File: config.mk
export PLATFORM = sky130hd
export DESIGN_NAME = nco_phase_recover_flat
export DESIGN_NICKNAME = d
export VERILOG_FILES = /design/src/rtl/nco_phase_recover_if.sv /design/src/rtl/nco_phase_recover.sv /design/src/flat_wrapper.sv
export SDC_FILE = /design/constraint.sdc
export NUM_CORES = 1
export LEC_CHECK = 0
export ABC_CLOCK_PERIOD_IN_PS = 6660
export CELL_PAD_IN_SITES_DETAIL_PLACEMENT = 1
export CELL_PAD_IN_SITES_GLOBAL_PLACEMENT = 2
export CORE_MARGIN = 5
export CORE_UTILIZATION = 30
export CTS_BUF_LIST = sky130_fd_sc_hd__clkbuf_4 sky130_fd_sc_hd__clkbuf_8
export CTS_CLUSTER_SIZE = 40
export DETAILED_ROUTE_END_ITERATION = 6
export GPL_ROUTABILITY_DRIVEN = 0
export GPL_TIMING_DRIVEN = 0
export PLACE_DENSITY = 0.81
export SLEW_MARGIN = 10
export SYNTH_ARGS = -nofsm -noshare
export SYNTH_HDL_FRONTEND = slang
export SYNTH_SLANG_ARGS = --single-unit
File: constraint.sdc
create_clock -name clk -period 6.66 [get_ports clk]
set_input_delay 1.998 -clock clk [delete_from_list [all_inputs] [get_ports clk]]
set_output_delay 1.998 -clock clk [all_outputs]
set_load 0.02 [all_outputs]
File: src/rtl/nco_phase_recover_if.sv
// nco_phase_recover_if: sample-in / phase-out bundle between a sample source and the phase recovery core.
interface nco_phase_recover_if #(
  parameter int DATA_W  = 14,
  parameter int PHASE_W = 32
);
  logic                      in_valid;
  logic                      in_ready;
  logic signed [DATA_W-1:0]  sin_i;
  logic signed [DATA_W-1:0]  cos_i;
  logic                      out_valid;
  logic [PHASE_W-1:0]        phase_o;
  logic [PHASE_W-1:0]        phi_inc_o;
  logic                      freq_valid_o;
  logic [DATA_W+1:0]         mag_o;
  modport master (
    output in_valid, sin_i, cos_i,
    input  in_ready, out_valid, phase_o, phi_inc_o, freq_valid_o, mag_o
  );
  modport slave (
    input  in_valid, sin_i, cos_i,
    output in_ready, out_valid, phase_o, phi_inc_o, freq_valid_o, mag_o
  );
endinterface

File: src/rtl/nco_phase_recover.sv
// nco_phase_recover: vectoring CORDIC that turns sin/cos pairs back into phase, phase increment and magnitude.
module nco_phase_recover #(
  parameter int DATA_W  = 14,
  parameter int PHASE_W = 32,
  parameter int ITER    = 16
) (
  input logic clk,
  input logic reset,
  input logic clken,
  nco_phase_recover_if.slave bus
);
  localparam int W  = DATA_W + 6;
  localparam int IW = $clog2(ITER);
  typedef enum logic [1:0] {IDLE, PREROT, ROT, DONE} state_t;
  function automatic logic [PHASE_W-1:0] atan_val(input int n);
    return PHASE_W'(longint'($atan(2.0 ** (-n)) / (2.0 * 3.14159265358979323846) * (2.0 ** PHASE_W)));
  endfunction
  logic [PHASE_W-1:0] atan_tab [ITER];
  for (genvar k = 0; k < ITER; k++) begin : g_atan
    localparam logic [PHASE_W-1:0] A = atan_val(k);
    assign atan_tab[k] = A;
  end
  state_t              state_q, state_d;
  logic signed [W-1:0] x_q, x_d, y_q, y_d, xs, ys;
  logic [PHASE_W-1:0]  z_q, z_d, prev_q, prev_d, phase_q, phase_d, phi_q, phi_d;
  logic [IW-1:0]       i_q, i_d;
  logic [DATA_W+1:0]   mag_q, mag_d;
  logic [W-1:0]        rnd;
  logic                seen_q, seen_d, ov_q, ov_d, fv_q, fv_d, neg, dir;
  assign xs  = x_q >>> i_q;
  assign ys  = y_q >>> i_q;
  assign neg = x_q[W-1];
  assign dir = ~y_q[W-1];
  assign rnd = x_q + W'(8);
  assign bus.in_ready     = state_q == IDLE;
  assign bus.out_valid    = ov_q;
  assign bus.phase_o      = phase_q;
  assign bus.phi_inc_o    = phi_q;
  assign bus.freq_valid_o = fv_q;
  assign bus.mag_o        = mag_q;
  always_comb begin
    state_d = state_q;
    x_d     = x_q;
    y_d     = y_q;
    z_d     = z_q;
    i_d     = i_q;
    prev_d  = prev_q;
    seen_d  = seen_q;
    ov_d    = 1'b0;
    phase_d = phase_q;
    phi_d   = phi_q;
    fv_d    = fv_q;
    mag_d   = mag_q;
    case (state_q)
      IDLE: if (bus.in_valid) begin
        x_d     = {{2{bus.cos_i[DATA_W-1]}}, bus.cos_i, 4'b0};
        y_d     = {{2{bus.sin_i[DATA_W-1]}}, bus.sin_i, 4'b0};
        state_d = PREROT;
      end
      PREROT: begin
        x_d     = neg ? -x_q : x_q;
        y_d     = neg ? -y_q : y_q;
        z_d     = {neg, {(PHASE_W-1){1'b0}}};
        i_d     = '0;
        state_d = ROT;
      end
      ROT: begin
        x_d     = dir ? x_q + ys : x_q - ys;
        y_d     = dir ? y_q - xs : y_q + xs;
        // a zero vector never rotates, so keep its angle at the pre-rotation value
        z_d     = (x_q == '0 && y_q == '0) ? z_q : dir ? z_q + atan_tab[i_q] : z_q - atan_tab[i_q];
        i_d     = i_q + 1'b1;
        state_d = i_q == IW'(ITER - 1) ? DONE : ROT;
      end
      default: begin
        ov_d    = 1'b1;
        phase_d = z_q;
        phi_d   = seen_q ? z_q - prev_q : '0;
        fv_d    = seen_q;
        seen_d  = 1'b1;
        prev_d  = z_q;
        mag_d   = rnd[W-1:4];
        state_d = IDLE;
      end
    endcase
  end
  always_ff @(posedge clk or posedge reset)
    if (reset) begin
      state_q <= IDLE;
      x_q     <= '0;
      y_q     <= '0;
      z_q     <= '0;
      i_q     <= '0;
      prev_q  <= '0;
      seen_q  <= 1'b0;
      ov_q    <= 1'b0;
      phase_q <= '0;
      phi_q   <= '0;
      fv_q    <= 1'b0;
      mag_q   <= '0;
    end else if (clken) begin
      state_q <= state_d;
      x_q     <= x_d;
      y_q     <= y_d;
      z_q     <= z_d;
      i_q     <= i_d;
      prev_q  <= prev_d;
      seen_q  <= seen_d;
      ov_q    <= ov_d;
      phase_q <= phase_d;
      phi_q   <= phi_d;
      fv_q    <= fv_d;
      mag_q   <= mag_d;
    end
endmodule
File: src/flat_wrapper.sv
// flat-port wrapper written by rule: the top's interface ports become plain ports
module nco_phase_recover_flat 
#(
  parameter int DATA_W  = 14,
  parameter int PHASE_W = 32,
  parameter int ITER    = 16
)
  (clk, reset, clken, bus_in_valid, bus_sin_i, bus_cos_i, bus_in_ready, bus_out_valid, bus_phase_o, bus_phi_inc_o, bus_freq_valid_o, bus_mag_o);
  nco_phase_recover_if #(.DATA_W(DATA_W), .PHASE_W(PHASE_W)) bus_i ();
  input logic clk;
  input logic reset;
  input logic clken;
  input wire logic [$bits(bus_i.in_valid)-1:0] bus_in_valid;
  input wire logic [$bits(bus_i.sin_i)-1:0] bus_sin_i;
  input wire logic [$bits(bus_i.cos_i)-1:0] bus_cos_i;
  output wire logic [$bits(bus_i.in_ready)-1:0] bus_in_ready;
  output wire logic [$bits(bus_i.out_valid)-1:0] bus_out_valid;
  output wire logic [$bits(bus_i.phase_o)-1:0] bus_phase_o;
  output wire logic [$bits(bus_i.phi_inc_o)-1:0] bus_phi_inc_o;
  output wire logic [$bits(bus_i.freq_valid_o)-1:0] bus_freq_valid_o;
  output wire logic [$bits(bus_i.mag_o)-1:0] bus_mag_o;
  assign bus_i.in_valid = bus_in_valid;
  assign bus_i.sin_i = bus_sin_i;
  assign bus_i.cos_i = bus_cos_i;
  assign bus_in_ready = bus_i.in_ready;
  assign bus_out_valid = bus_i.out_valid;
  assign bus_phase_o = bus_i.phase_o;
  assign bus_phi_inc_o = bus_i.phi_inc_o;
  assign bus_freq_valid_o = bus_i.freq_valid_o;
  assign bus_mag_o = bus_i.mag_o;
  nco_phase_recover #(.DATA_W(DATA_W), .PHASE_W(PHASE_W), .ITER(ITER)) u_core (.clk(clk), .reset(reset), .clken(clken), .bus(bus_i));
endmodule
After elaboration in Yosys (flattened, before gate mapping)
Memory sizes are Yosys's and may differ from the RTL's.
Index checks and enable logic that the tools add are counted.
Cells by class
  mux-type cells: 19
  bitwise logic cells: 2
  shift operators: 2
  eq/ne operators: 6
  magnitude comparators: 1
  reduce and logical (&&, ||, !) cells: 13
  add/subtract/negate cells: 11
Operators with widths (number)
  $mux 32: 5
  $mux 20: 6
  $pmux 20 s3: 2
  $pmux 32 s2: 1
  $sub 32x32->32: 2
  $add 20x20->20: 2
  $logic_not 20->1: 2
  $neg 20->20: 2
  $sshr 20x4->20: 2
  $sub 20x20->20: 2
  $add 32x32->32: 1
  $add 20x5->20 const B: 1
  $pmux 4 s2: 1
  $pmux 2 s3: 1
  $reduce_and 2->1: 3
  $reduce_and 3->1: 2
  $ge 5x5->1 const B: 1
  $not 4->5: 1
  $add 4x1->4 const B: 1
  $eq 4x4->1 const B: 1
  $ne 2x2->1 const B: 2
  $reduce_and 4->1: 1
  $reduce_bool 3->1: 1
  $reduce_or 3->1: 1
  other kinds (9): 10
Word-level totals
  word-level logic and storage cells: 67
  output and inout bits: 83
  memories: 1
  bits in read-only memories: 512
  bits of input ports: 32
  register bits after elaboration: 161
Memories
  (no name shown): words 16, width 32, read ports 1, clocked after Yosys merged registers in 0, write ports 0, line nco_phase_recover.sv:71  | z_d = (x_q == '0 && y_q == '0) ? z_q : dir ? z_q + atan_tab[i_q] : z_q - atan_tab[i_q];

Depth between registers and ports, before layout
Gate-level depths: netlist (run 1).
  depth after elaboration: 8
  depth in mapped cells: 25
  depth with buffers taken out: 23

Worst setup path before layout (run 1)
No wires, ideal clock.
  path kind: reg2reg
  start: reg u_core.i_q[1]
  end: reg u_core.z_q[30]
  arrival: 5.323 ns
  period minus slack after synthesis: 5.451 ns
  setup time: 0.127 ns
  cell stages (with the launch flop): 25
  slack: 1.209 ns
  path through: dfrtp_1 -> buf_2 -> clkinv_1 -> ha_1 -> clkbuf_1 -> nor2_1 -> a211oi_1 -> a21oi_1 -> and3_1 -> and4b_1 -> nor2b_1 -> nor2_1 -> xnor2_1 -> ha_1 -> a211oi_1 -> nand2_1 -> a211oi_1 -> nand2_1 -> o211ai_1 -> o211ai_1 -> a221oi_1 -> o211ai_1 -> a31oi_1 -> xor2_1 -> o21ai_0
On the way
  cells in the longest elaborated chain, start to end: 8
RTL lines
  start: declaration: line nco_phase_recover.sv:26  | logic [IW-1:0] i_q, i_d;
  start signal: assignment: line nco_phase_recover.sv:106  | i_q <= i_d;
  $not 4->5 (not written as such) (*): line nco_phase_recover.sv:71
  $mem_v2 16x32 (*)
  $mux 32 (not written as such) (*) (2 in a row): line nco_phase_recover.sv:71
  $add 32x32->32 / $sub 32x32->32 (equally long branches): line nco_phase_recover.sv:71
  $mux 32 (*) (2 in a row): line nco_phase_recover.sv:71
  $pmux 32 s2 (*): line nco_phase_recover.sv:54  | case (state_q)
  end signal: assignment: line nco_phase_recover.sv:105  | z_q <= z_d;
  end: declaration: line nco_phase_recover.sv:25  | logic [PHASE_W-1:0] z_q, z_d, prev_q, prev_d, phase_q, phase_d, phi_q, phi_d;
Mark *: on every way between the ends. The rest lies on a longest branch, timed or not. The select of a mux whose other input is x is not followed.
A chain may end at the register's enable or synchronous reset.

Worst setup path in the final report (run 1)
  start: reg u_core.i_q[3]
  end: reg u_core.z_q[30]
Same word-level chain as after synthesis.

==> results of run 1 <==
==> synth_stat cells, types with 7 or more instances <==
library cell  instances
a221oi_1             20
clkbuf_1             90
a22oi_1               7
nor2_1              138
buf_1                20
o31ai_1              19
o22ai_1              13
nor4_1                8
o21bai_1             11
a31oi_1              23
o211ai_1             13
nand2_1             218
xor2_1               70
a211oi_1             21
inv_1               101
nor2b_1              22
or3_1                14
a21oi_1             138
and3_1               19
mux4_2               37
nand2b_1             28
mux2i_1              38
buf_2                 8
o221ai_1              9
nand4_1              12
o21ai_0             188
dfrtp_1             161
xnor2_1             105
a21o_1               31
and2_1                8
nor3_1               46
o21a_1               24
nand3_1              50
mux2_2               52
ha_1                121
==> what timing repair did <==
action                                 4_1_cts  5_1_grt
hold buffers                                 0        0
setup endpoints to repair                   23       12
resized for setup                           16       24
endpoints found under the hold margin        0        0
==> final timing paths <==
kind | startpoint | to | slack [ps] | cells past startpoint
max | u_core.i_q[3] | u_core.z_q[30] | 310 | 23
min | u_core.bus.freq_valid_o | u_core.bus.freq_valid_o | 480 | 2
max reg2reg | u_core.i_q[3] | u_core.z_q[30] | 310 | 23
min reg2reg | u_core.bus.freq_valid_o | u_core.bus.freq_valid_o | 480 | 2
max in group asynchronous | reset | u_core.i_q[0] | 3770 | 3
min in group asynchronous | reset | u_core.bus.phi_inc_o[1] | 1910 | 2
==> sequential cells by signal, indices dropped and copies added, names as in the netlist <==
name	count
u_core.bus.freq_valid_o	1
u_core.bus.phi_inc_o	32
u_core.i_q	4
u_core.y_q	20
u_core.seen_q	1
u_core.prev_q	32
u_core.bus.out_valid	1
u_core.x_q	20
u_core.bus.mag_o	16
u_core.state_q	2
u_core.z_q	32
==> layout make-up <==
type / instances / area (µm²) / area share
sequential: 161 / 4030 / 0.2143
multi-input combinational: 1599 / 11390 / 0.6054
timing repair buffer: 114 / 1159 / 0.06160
clock inverter: 12 / 173.9 / 0.009247
clock buffer: 20 / 262.8 / 0.01397
buffer: 123 / 518.0 / 0.02754
tap: 696 / 870.8 / 0.04630
inverter: 106 / 406.6 / 0.02162
==> worst register-to-register path, cell delays in order (launching register included) <==
cell and delay, ps:
dfrtp_1 490, buf_2 380, clkbuf_2 350, clkbuf_2 330, buf_2 350, clkbuf_2 360
a211oi_1 130, a21oi_1 220, nand3b_1 150, nor3_1 390, nor2_1 290, xnor2_1 270
ha_1 270, a211oi_1 240, nand2_1 110, a211oi_1 240, nand2_1 80, o211ai_1 290
o211ai_1 250, a221oi_4 410, o211ai_1 180, a31oi_1 220, xor2_1 150, o21ai_0 100
==> kinds of logic after synthesis <==
logic type	after synthesis	share of synthesized area
and+or+nand+nor	596	0.1724
muxes	127	0.1107
AOI/OAI and AO/OA	576	0.2213
buffers and inverters	231	0.05514
adders and majority gates	125	0.09811
DFF	161	0.2480
xor gates and xnor gates	175	0.09434
==> stage by stage <==
step                      cells  area (µm²)  TNS, ps  hold WS (ps)
after floorplan            1991       16250        0         449.8
after global placement     2800       18250  -431590         458.9
after detailed placement   2801       18280    -9216         470.3
after CTS                  2831       18740        0         494.6
after global routing       2831       18810        0         506.9
final                      2831       18810        0         484.8
==> cell usage in the layout, fill, tap and decap left out, types with 8 or more instances in the layout <==
cell type / netlist / final
nand3_1: 50 / 50
o22ai_1: 13 / 13
mux4_2: 37 / 37
clkdlybuf4s50_1: 0 / 113
and3_1: 19 / 19
clkbuf_1: 90 / 78
buf_1: 20 / 12
nor2b_1: 22 / 21
nor2_1: 138 / 137
xor2_1: 70 / 70
nand4_1: 12 / 12
and2_1: 8 / 8
clkbuf_2: 3 / 16
clkbuf_8: 0 / 18
inv_1: 101 / 100
a31oi_1: 23 / 23
o31ai_1: 19 / 19
a21o_1: 31 / 31
o21bai_1: 11 / 11
o21ai_0: 188 / 187
xnor2_1: 105 / 105
buf_2: 8 / 11
mux2i_1: 38 / 38
o211ai_1: 13 / 13
nor3_1: 46 / 44
ha_1: 121 / 120
a211oi_1: 21 / 20
o221ai_1: 9 / 9
nand2_1: 218 / 218
dfrtp_1: 161 / 160
nor4_1: 8 / 8
a221oi_1: 20 / 17
mux2_2: 52 / 52
nand2b_1: 28 / 28
a21oi_1: 138 / 137
or3_1: 14 / 14
o21a_1: 24 / 24
==> per-layer routing <==
| layer | wire length [µm] | up-vias |
|---|---|---|
| met5 | 0 | - |
| met4 | 2698 | 0 |
| met3 | 4036 | 114 |
| met2 | 32270 | 516 |
| met1 | 27140 | 8001 |
| li1 | - | 7442 |
==> flow_summary.json, run 1 <==
{
  "synth.avg_cell_area_um2": 8.160,
  "synthArstFlopShare": 1.000,
  "post_cts_buffers": 0,
  "dieHeight_um": 242.7,
  "hold_violations": 0,
  "io_pins": 115,
  "slowest_stage": "dfrtp_1",
  "cp.arrival_ps": 6760,
  "start_util": 0.3025,
  "preCtsSetupSlack_ps": -1145,
  "grt_start_max_net_pins": 106,
  "crit_family": "compound AO/OA/AOI/OAI gates",
  "antenna_found_initial": 1,
  "startpoint_type": "register",
  "core_area_mm2": 0.05371,
  "met3_usage": 0.04125,
  "seq_area_frac_synth": 0.2480,
  "netlist.area_leader.share": 0.2480,
  "slew_headroom": 0.2202,
  "die-area_mm2": 0.05891,
  "drt_wl_total_um": 66150,
  "worst_slew_pin_slew_ps": 1165,
  "synth_largest_area_cell": "dfrtp_1",
  "synth.distinct_cells": 79,
  "cpPeakStageDelay_ps": 490,
  "ant_nets": 0,
  "cp_cell_sequence": "buf_2, clkbuf_2, clkbuf_2, buf_2, clkbuf_2, a211oi_1, a21oi_1, nand3b_1, nor3_1, nor2_1, xnor2_1, ha_1, a211oi_1, nand2_1, a211oi_1, nand2_1, o211ai_1, o211ai_1, a221oi_4, o211ai_1, a31oi_1, xor2_1, o21ai_0",
  "drc_errors": 0,
  "syn-num-nets": 2148,
  "grt_pass1_vias": 16824,
  "synth_seq_cells": 161,
  "synthTopCellsByArea": "dfrtp_1, ha_1, o21ai_0",
  "ys.flop_type": "dfrtp_1",
  "setup_viol": 0,
  "cts_root_buf": "clkbuf_8",
  "layout-drive-gt1-share": 0.08806,
  "crit_type": "register to register",
  "grt_usage": 0.2188,
  "max_freq_mhz": 157.4,
  "tritoncts": "done",
  "overflow": 0,
  "path_buf_inv": 5,
  "ys_warn_count": 0,
  "htreeDepth": 4,
  "min_path_type": "register to register",
  "n_antenna_cell": 0,
  "grt_use_met1": 0.2700,
  "synth_edf_count": 0,
  "grt_pass1_wl_um": 101800,
  "area_growth_pct": 15.76,
  "fin_crit_sh": 0.9540,
  "drtIter0Drc": 1128,
  "fill_cells": 6424,
  "clkSlewWorstSetupHoldPaths_ps": 110,
  "insertion_delay_ps": 530,
  "via_count": 16073,
  "die_x_um": 242.7,
  "cts.sinks": 161,
  "busiest_layer": "met2",
  "via_per_inst": 5.677,
  "fp-row-count": 85,
  "drtPass1Iterations": 5,
  "wl_per_cell_um": 23.36,
  "maxCapViolations": 0,
  "crit_path_max_fanout": 10,
  "skew_ps": 21.06,
  "crit_path_end_kind": "register",
  "final_nets": 2279,
  "numCtsBuffers": 17,
  "port_buffers": 113,
  "met2_usage": 0.3790,
  "clk_path_buf_depth": 2,
  "drv_slew": 0,
  "rsz0062_at_grt": "false",
  "layout_min_cycle_time_ps": 6354,
  "synthesis.area_mm2": 0.01625,
  "synth_cells": 1991,
  "outcome": "completed",
  "fin_ws_ps": 306.3,
  "dp_hpwl_um": 51150,
  "crit_required_ps": 7060,
  "final_util": 0.3502
}
Power of run 1 is not shown: default switching activity piles up to over one toggle a cycle in this logic, so the estimate is an artifact.
==> inputs of run 2 (changes only) <==
--- a/config.mk
+++ b/config.mk
@@ -6,8 +6,6 @@
 export NUM_CORES = 1
 export LEC_CHECK = 0
 export ABC_CLOCK_PERIOD_IN_PS = 6660
-export CELL_PAD_IN_SITES_DETAIL_PLACEMENT = 1
-export CELL_PAD_IN_SITES_GLOBAL_PLACEMENT = 2
 export CORE_MARGIN = 5
 export CORE_UTILIZATION = 30
 export CTS_BUF_LIST = sky130_fd_sc_hd__clkbuf_4 sky130_fd_sc_hd__clkbuf_8
@@ -15,7 +13,8 @@
 export DETAILED_ROUTE_END_ITERATION = 6
 export GPL_ROUTABILITY_DRIVEN = 0
 export GPL_TIMING_DRIVEN = 0
-export PLACE_DENSITY = 0.81
+export MAX_ROUTING_LAYER = met4
+export PLACE_DENSITY = 0.57
 export SLEW_MARGIN = 10
 export SYNTH_ARGS = -nofsm -noshare
 export SYNTH_HDL_FRONTEND = slang
==> flow_summary.json, run 2 (synthesis gave the netlist of run 1 again) <==
{
  "outcome": "completed",
  "skew_ps": 24.95,
  "clkSlewWorstSetupHoldPaths_ps": 100,
  "cts_root_buf": "clkbuf_8",
  "insertion_delay_ps": 530,
  "layout-drive-gt1-share": 0.08474,
  "wl_per_cell_um": 21.11,
  "ant_nets": 0,
  "crit_required_ps": 7070,
  "via_count": 16164,
  "crit_end": "u_core.z_q[30]",
  "port_buffers": 113,
  "layout_min_cycle_time_ps": 6339,
  "slowest_stage": "a221oi_2",
  "preCtsSetupSlack_ps": -729.1,
  "fin_ws_ps": 320.7,
  "numCtsBuffers": 17,
  "die-area_mm2": 0.05891,
  "fin_crit_sh": 0.9518,
  "cp.arrival_ps": 6750,
  "worst-r2r-cell-count": 21,
  "mostFrequentLayoutCells": "nand2_1, o21ai_0, dfrtp_1",
  "post_cts_buffers": 0,
  "maxCapViolations": 0,
  "final_common_cell": "nand2_1",
  "startpoint_type": "register",
  "crit_path_end_kind": "register",
  "cpPeakStageDelay_ps": 440,
  "dieHeight_um": 242.7,
  "area_growth_pct": 15.19,
  "overflow": 0,
  "holdWs_ps": 486.6,
  "clk_path_buf_depth": 2,
  "worst_slew_pin_slew_ps": 1216,
  "rr_endpoint": "u_core.z_q[30]",
  "final_nets": 2280,
  "crit_path_max_fanout": 10,
  "grt_pass1_wl_um": 92240,
  "fill_cells": 5524,
  "cp_common_cell": "clkbuf_2",
  "grt_pass1_vias": 15727,
  "grt_usage": 0.2015,
  "multi_input_area_mm2": 0.01134,
  "drtIter0Drc": 1761,
  "hold_buffers": 0,
  "grt_start_max_net_pins": 84,
  "cts.sinks": 161,
  "antenna_found_initial": 0,
  "worstReg2RegStart": "u_core.i_q[2]",
  "rsz0062_at_grt": "false",
  "htreeDepth": 4,
  "crit_type": "register to register",
  "min_path_type": "register to register",
  "max_freq_mhz": 157.7,
  "hold_violations": 0,
  "tritoncts": "done",
  "drv_slew": 0,
  "io_pins": 115,
  "core_area_mm2": 0.05371,
  "start_util": 0.3025,
  "regArea_mm2": 0.004031,
  "tns_ps": 0,
  "critical_path.startpoint": "u_core.i_q[2]",
  "dp_hpwl_um": 46000,
  "fp-row-count": 85,
  "cp_cell_sequence": "clkbuf_2, clkbuf_2, buf_2, clkbuf_2, clkbuf_2, clkbuf_2, clkbuf_1, clkbuf_2, a21oi_1, nor3_1, ha_1, and3_1, and3_1, a21o_1, o211ai_1, o211ai_1, a221oi_2, o211ai_1, a31oi_1, xor2_1, o21ai_0",
  "slew_headroom": 0.1874,
  "n_antenna_cell": 0,
  "via_per_inst": 5.708,
  "r2r_slack_ps": 320,
  "drt_wl_total_um": 59770,
  "drc_errors": 0,
  "die_x_um": 242.7,
  "post_cts_resized": 9,
  "drtPass1Iterations": 6,
  "setup_viol": 0
}
==> run 2: area by class of cell <==
type                       count  area share
clock inverter                12    0.006619
sequential                   161      0.2154
inverter                     106     0.02173
clock buffer                  20     0.01404
tap                          696     0.04653
multi-input combinational   1599      0.6062
timing repair buffer         114     0.06191
buffer                       124     0.02761
==> run 2: layer usage <==
layer,vias to the layer above,track usage,part of all wire
met3,183,0.04246,0.083
li1,7462,-,-
met1,7739,0.2482,0.41
met4,0,0.08411,0.048
met5,-,-,0
met2,780,0.3232,0.46
==> run 2: how the worst min path moves through the flow <==
stage | startpoint | to | slack, ps | depth (start not counted)
floorplan | u_core.z_q[0] | u_core.z_q[0] | 450 | 2
global placement | u_core.bus.freq_valid_o | u_core.bus.freq_valid_o | 460 | 2
detailed placement | u_core.bus.phi_inc_o[18] | u_core.bus.phi_inc_o[18] | 470 | 2
CTS | u_core.bus.mag_o[8] | u_core.bus.mag_o[8] | 490 | 2
global route | u_core.bus.mag_o[15] | u_core.bus.mag_o[15] | 520 | 2
finish | u_core.bus.phi_inc_o[19] | u_core.bus.phi_inc_o[19] | 490 | 2
==> run 2: worst max-delay path, delay by kind of cell, from the launching register on <==
family / cells / cell delay, ps
AO/OA/AOI/OAI: 8 / 1720
XOR/XNOR: 1 / 170
adder cells (fa/ha/maj): 1 / 380
buffers and inverters: 8 / 2750
flip-flops: 1 / 430
AND/OR/NAND/NOR: 3 / 770
==> run 2: metrics by stage <==
step | util | instances | instance area [µm²]
CTS | 0.3479 | 2833 | 18690
floorplan | - | 1991 | 16250
global route | 0.3485 | 2832 | 18720
detailed placement | 0.3404 | 2801 | 18280
finish | 0.3485 | 2832 | 18720
global placement | 0.3398 | 2800 | 18250
Power of run 2 is left out for the same reason.
==> inputs of run 3 (changes only) <==
--- a/config.mk
+++ b/config.mk
@@ -6,7 +6,7 @@
 export NUM_CORES = 1
 export LEC_CHECK = 0
 export ABC_CLOCK_PERIOD_IN_PS = 6660
-export CORE_MARGIN = 5
+export CORE_MARGIN = 1.5
 export CORE_UTILIZATION = 30
 export CTS_BUF_LIST = sky130_fd_sc_hd__clkbuf_4 sky130_fd_sc_hd__clkbuf_8
 export CTS_CLUSTER_SIZE = 40
==> flow_summary.json, run 3 (synthesis gave the netlist of run 1 again) <==
{
  "outcome": "completed",
  "port_buffers": 113,
  "min_path_type": "register to register",
  "drv_slew": 0,
  "worstReg2RegStart": "u_core.i_q[2]",
  "final_nets": 2278,
  "fin_area_mm2": 0.01872,
  "n_antenna_cell": 0,
  "grt_use_met1": 0.2650,
  "drtIter0Drc": 1747,
  "crit_path_end_kind": "register",
  "worst-r2r-cell-count": 21,
  "setup_viol": 0,
  "cts_root_buf": "clkbuf_8",
  "start_util": 0.3025,
  "hp-start": "u_core.bus.phi_inc_o[19]",
  "via_per_inst": 5.701,
  "tritoncts": "done",
  "holdPathEnd": "u_core.bus.phi_inc_o[19]",
  "layout-drive-gt1-share": 0.08341,
  "slew_headroom": 0.1845,
  "cp.arrival_ps": 6900,
  "hold_buffers": 0,
  "grt_pass1_wl_um": 91200,
  "crit_type": "register to register",
  "met3_usage": 0.03987,
  "hold_violations": 0,
  "ant_nets": 0,
  "tns_ps": 0,
  "grt_start_max_net_pins": 83,
  "fin_crit_sh": 0.9753,
  "die-area_mm2": 0.05556,
  "clk_path_buf_depth": 2,
  "dp_hpwl_um": 45760,
  "maxCapViolations": 0,
  "wl_per_cell_um": 21.04,
  "insertion_delay_ps": 540,
  "overflow": 0,
  "htreeDepth": 4,
  "worst_slew_pin_slew_ps": 1221,
  "area_growth_pct": 15.19,
  "via_count": 16133,
  "core_area_mm2": 0.05371,
  "drtPass1Iterations": 7,
  "grt_pass1_vias": 15639,
  "r2r_slack_ps": 160,
  "cts.sinks": 161,
  "final_common_cell": "nand2_1",
  "drc_errors": 0,
  "numCtsBuffers": 17,
  "dpl_cell_area_mm2": 0.01828,
  "startpoint_type": "register",
  "drt_wl_total_um": 59550,
  "preCtsSetupSlack_ps": -710.5,
  "dp.cells": 2801,
  "busiest_layer": "met2",
  "die_x_um": 235.7,
  "layout_min_cycle_time_ps": 6495,
  "fin_ws_ps": 164.7,
  "grt_usage": 0.2172,
  "skew_ps": 25.01,
  "antenna_found_initial": 0,
  "mostFrequentLayoutCells": "nand2_1, o21ai_0, dfrtp_1",
  "rr_endpoint": "u_core.z_q[30]",
  "met2_usage": 0.3505,
  "io_pins": 115,
  "instances_no_fill": 2830,
  "whs_path_depth": 2,
  "max_freq_mhz": 154.0,
  "dieHeight_um": 235.7,
  "clkSlewWorstSetupHoldPaths_ps": 100,
  "fp-row-count": 85,
  "crit_path_max_fanout": 10,
  "crit_required_ps": 7070
}
==> run 3: timing repair <==
item                                    in CTS  in global routing
pin swaps                                    0                  0
resized for setup                            7                 22
buffers inserted                             0                  0
endpoints found under the setup margin      12                 14
==> run 3: layout make-up <==
class / instances / area, µm²
Fill cell: 5568 / 34990
Multi-Input combinational cell: 1599 / 11350
Sequential cell: 161 / 4030
Timing Repair Buffer: 114 / 1159
Tap cell: 696 / 870.8
Buffer: 122 / 506.7
Inverter: 106 / 406.6
Clock buffer: 20 / 269.0
Clock inverter: 12 / 120.1
==> run 3: layer usage <==
metal  share of wire  routed length (µm)
met1            0.41               24650
met2            0.47               27750
met3           0.076                4506
met4           0.044                2638
met5               0                   0
==> run 3: per-stage QoR <==
step	hold slack, ps	utilization
floorplan	449.8	-
global placement	463.5	0.3398
detailed placement	469.5	0.3404
CTS	492.7	0.3478
global route	511.6	0.3485
finish	483.5	0.3485
==> run 3: worst max path at each step <==
stage / depth (start not counted) / to / start
finish: 21 / u_core.z_q[30] / u_core.i_q[2]
global route: 22 / u_core.y_q[16] / u_core.i_q[3]
CTS: 23 / u_core.z_q[30] / u_core.i_q[1]
detailed placement: 21 / u_core.z_q[30] / u_core.i_q[2]
global placement: 2 / u_core.bus.phi_inc_o[28] / reset
floorplan: 1 / u_core.bus.freq_valid_o / reset
==> run 3: worst max-delay path, cell delays in order (launching register included) <==
cell and delay, ps:
dfrtp_1 430, clkbuf_1 430, clkbuf_2 350, buf_2 320
clkbuf_2 340, clkbuf_2 320, clkbuf_2 360, clkbuf_1 390
clkbuf_2 380, a21oi_1 80, nor3_1 290, ha_1 370
and3_1 210, and3_1 200, a21o_1 220, o211ai_1 320
o211ai_1 230, a221oi_2 470, o211ai_1 170, a31oi_1 230
xor2_1 160, o21ai_0 90
Power of run 3 is left out for the same reason.
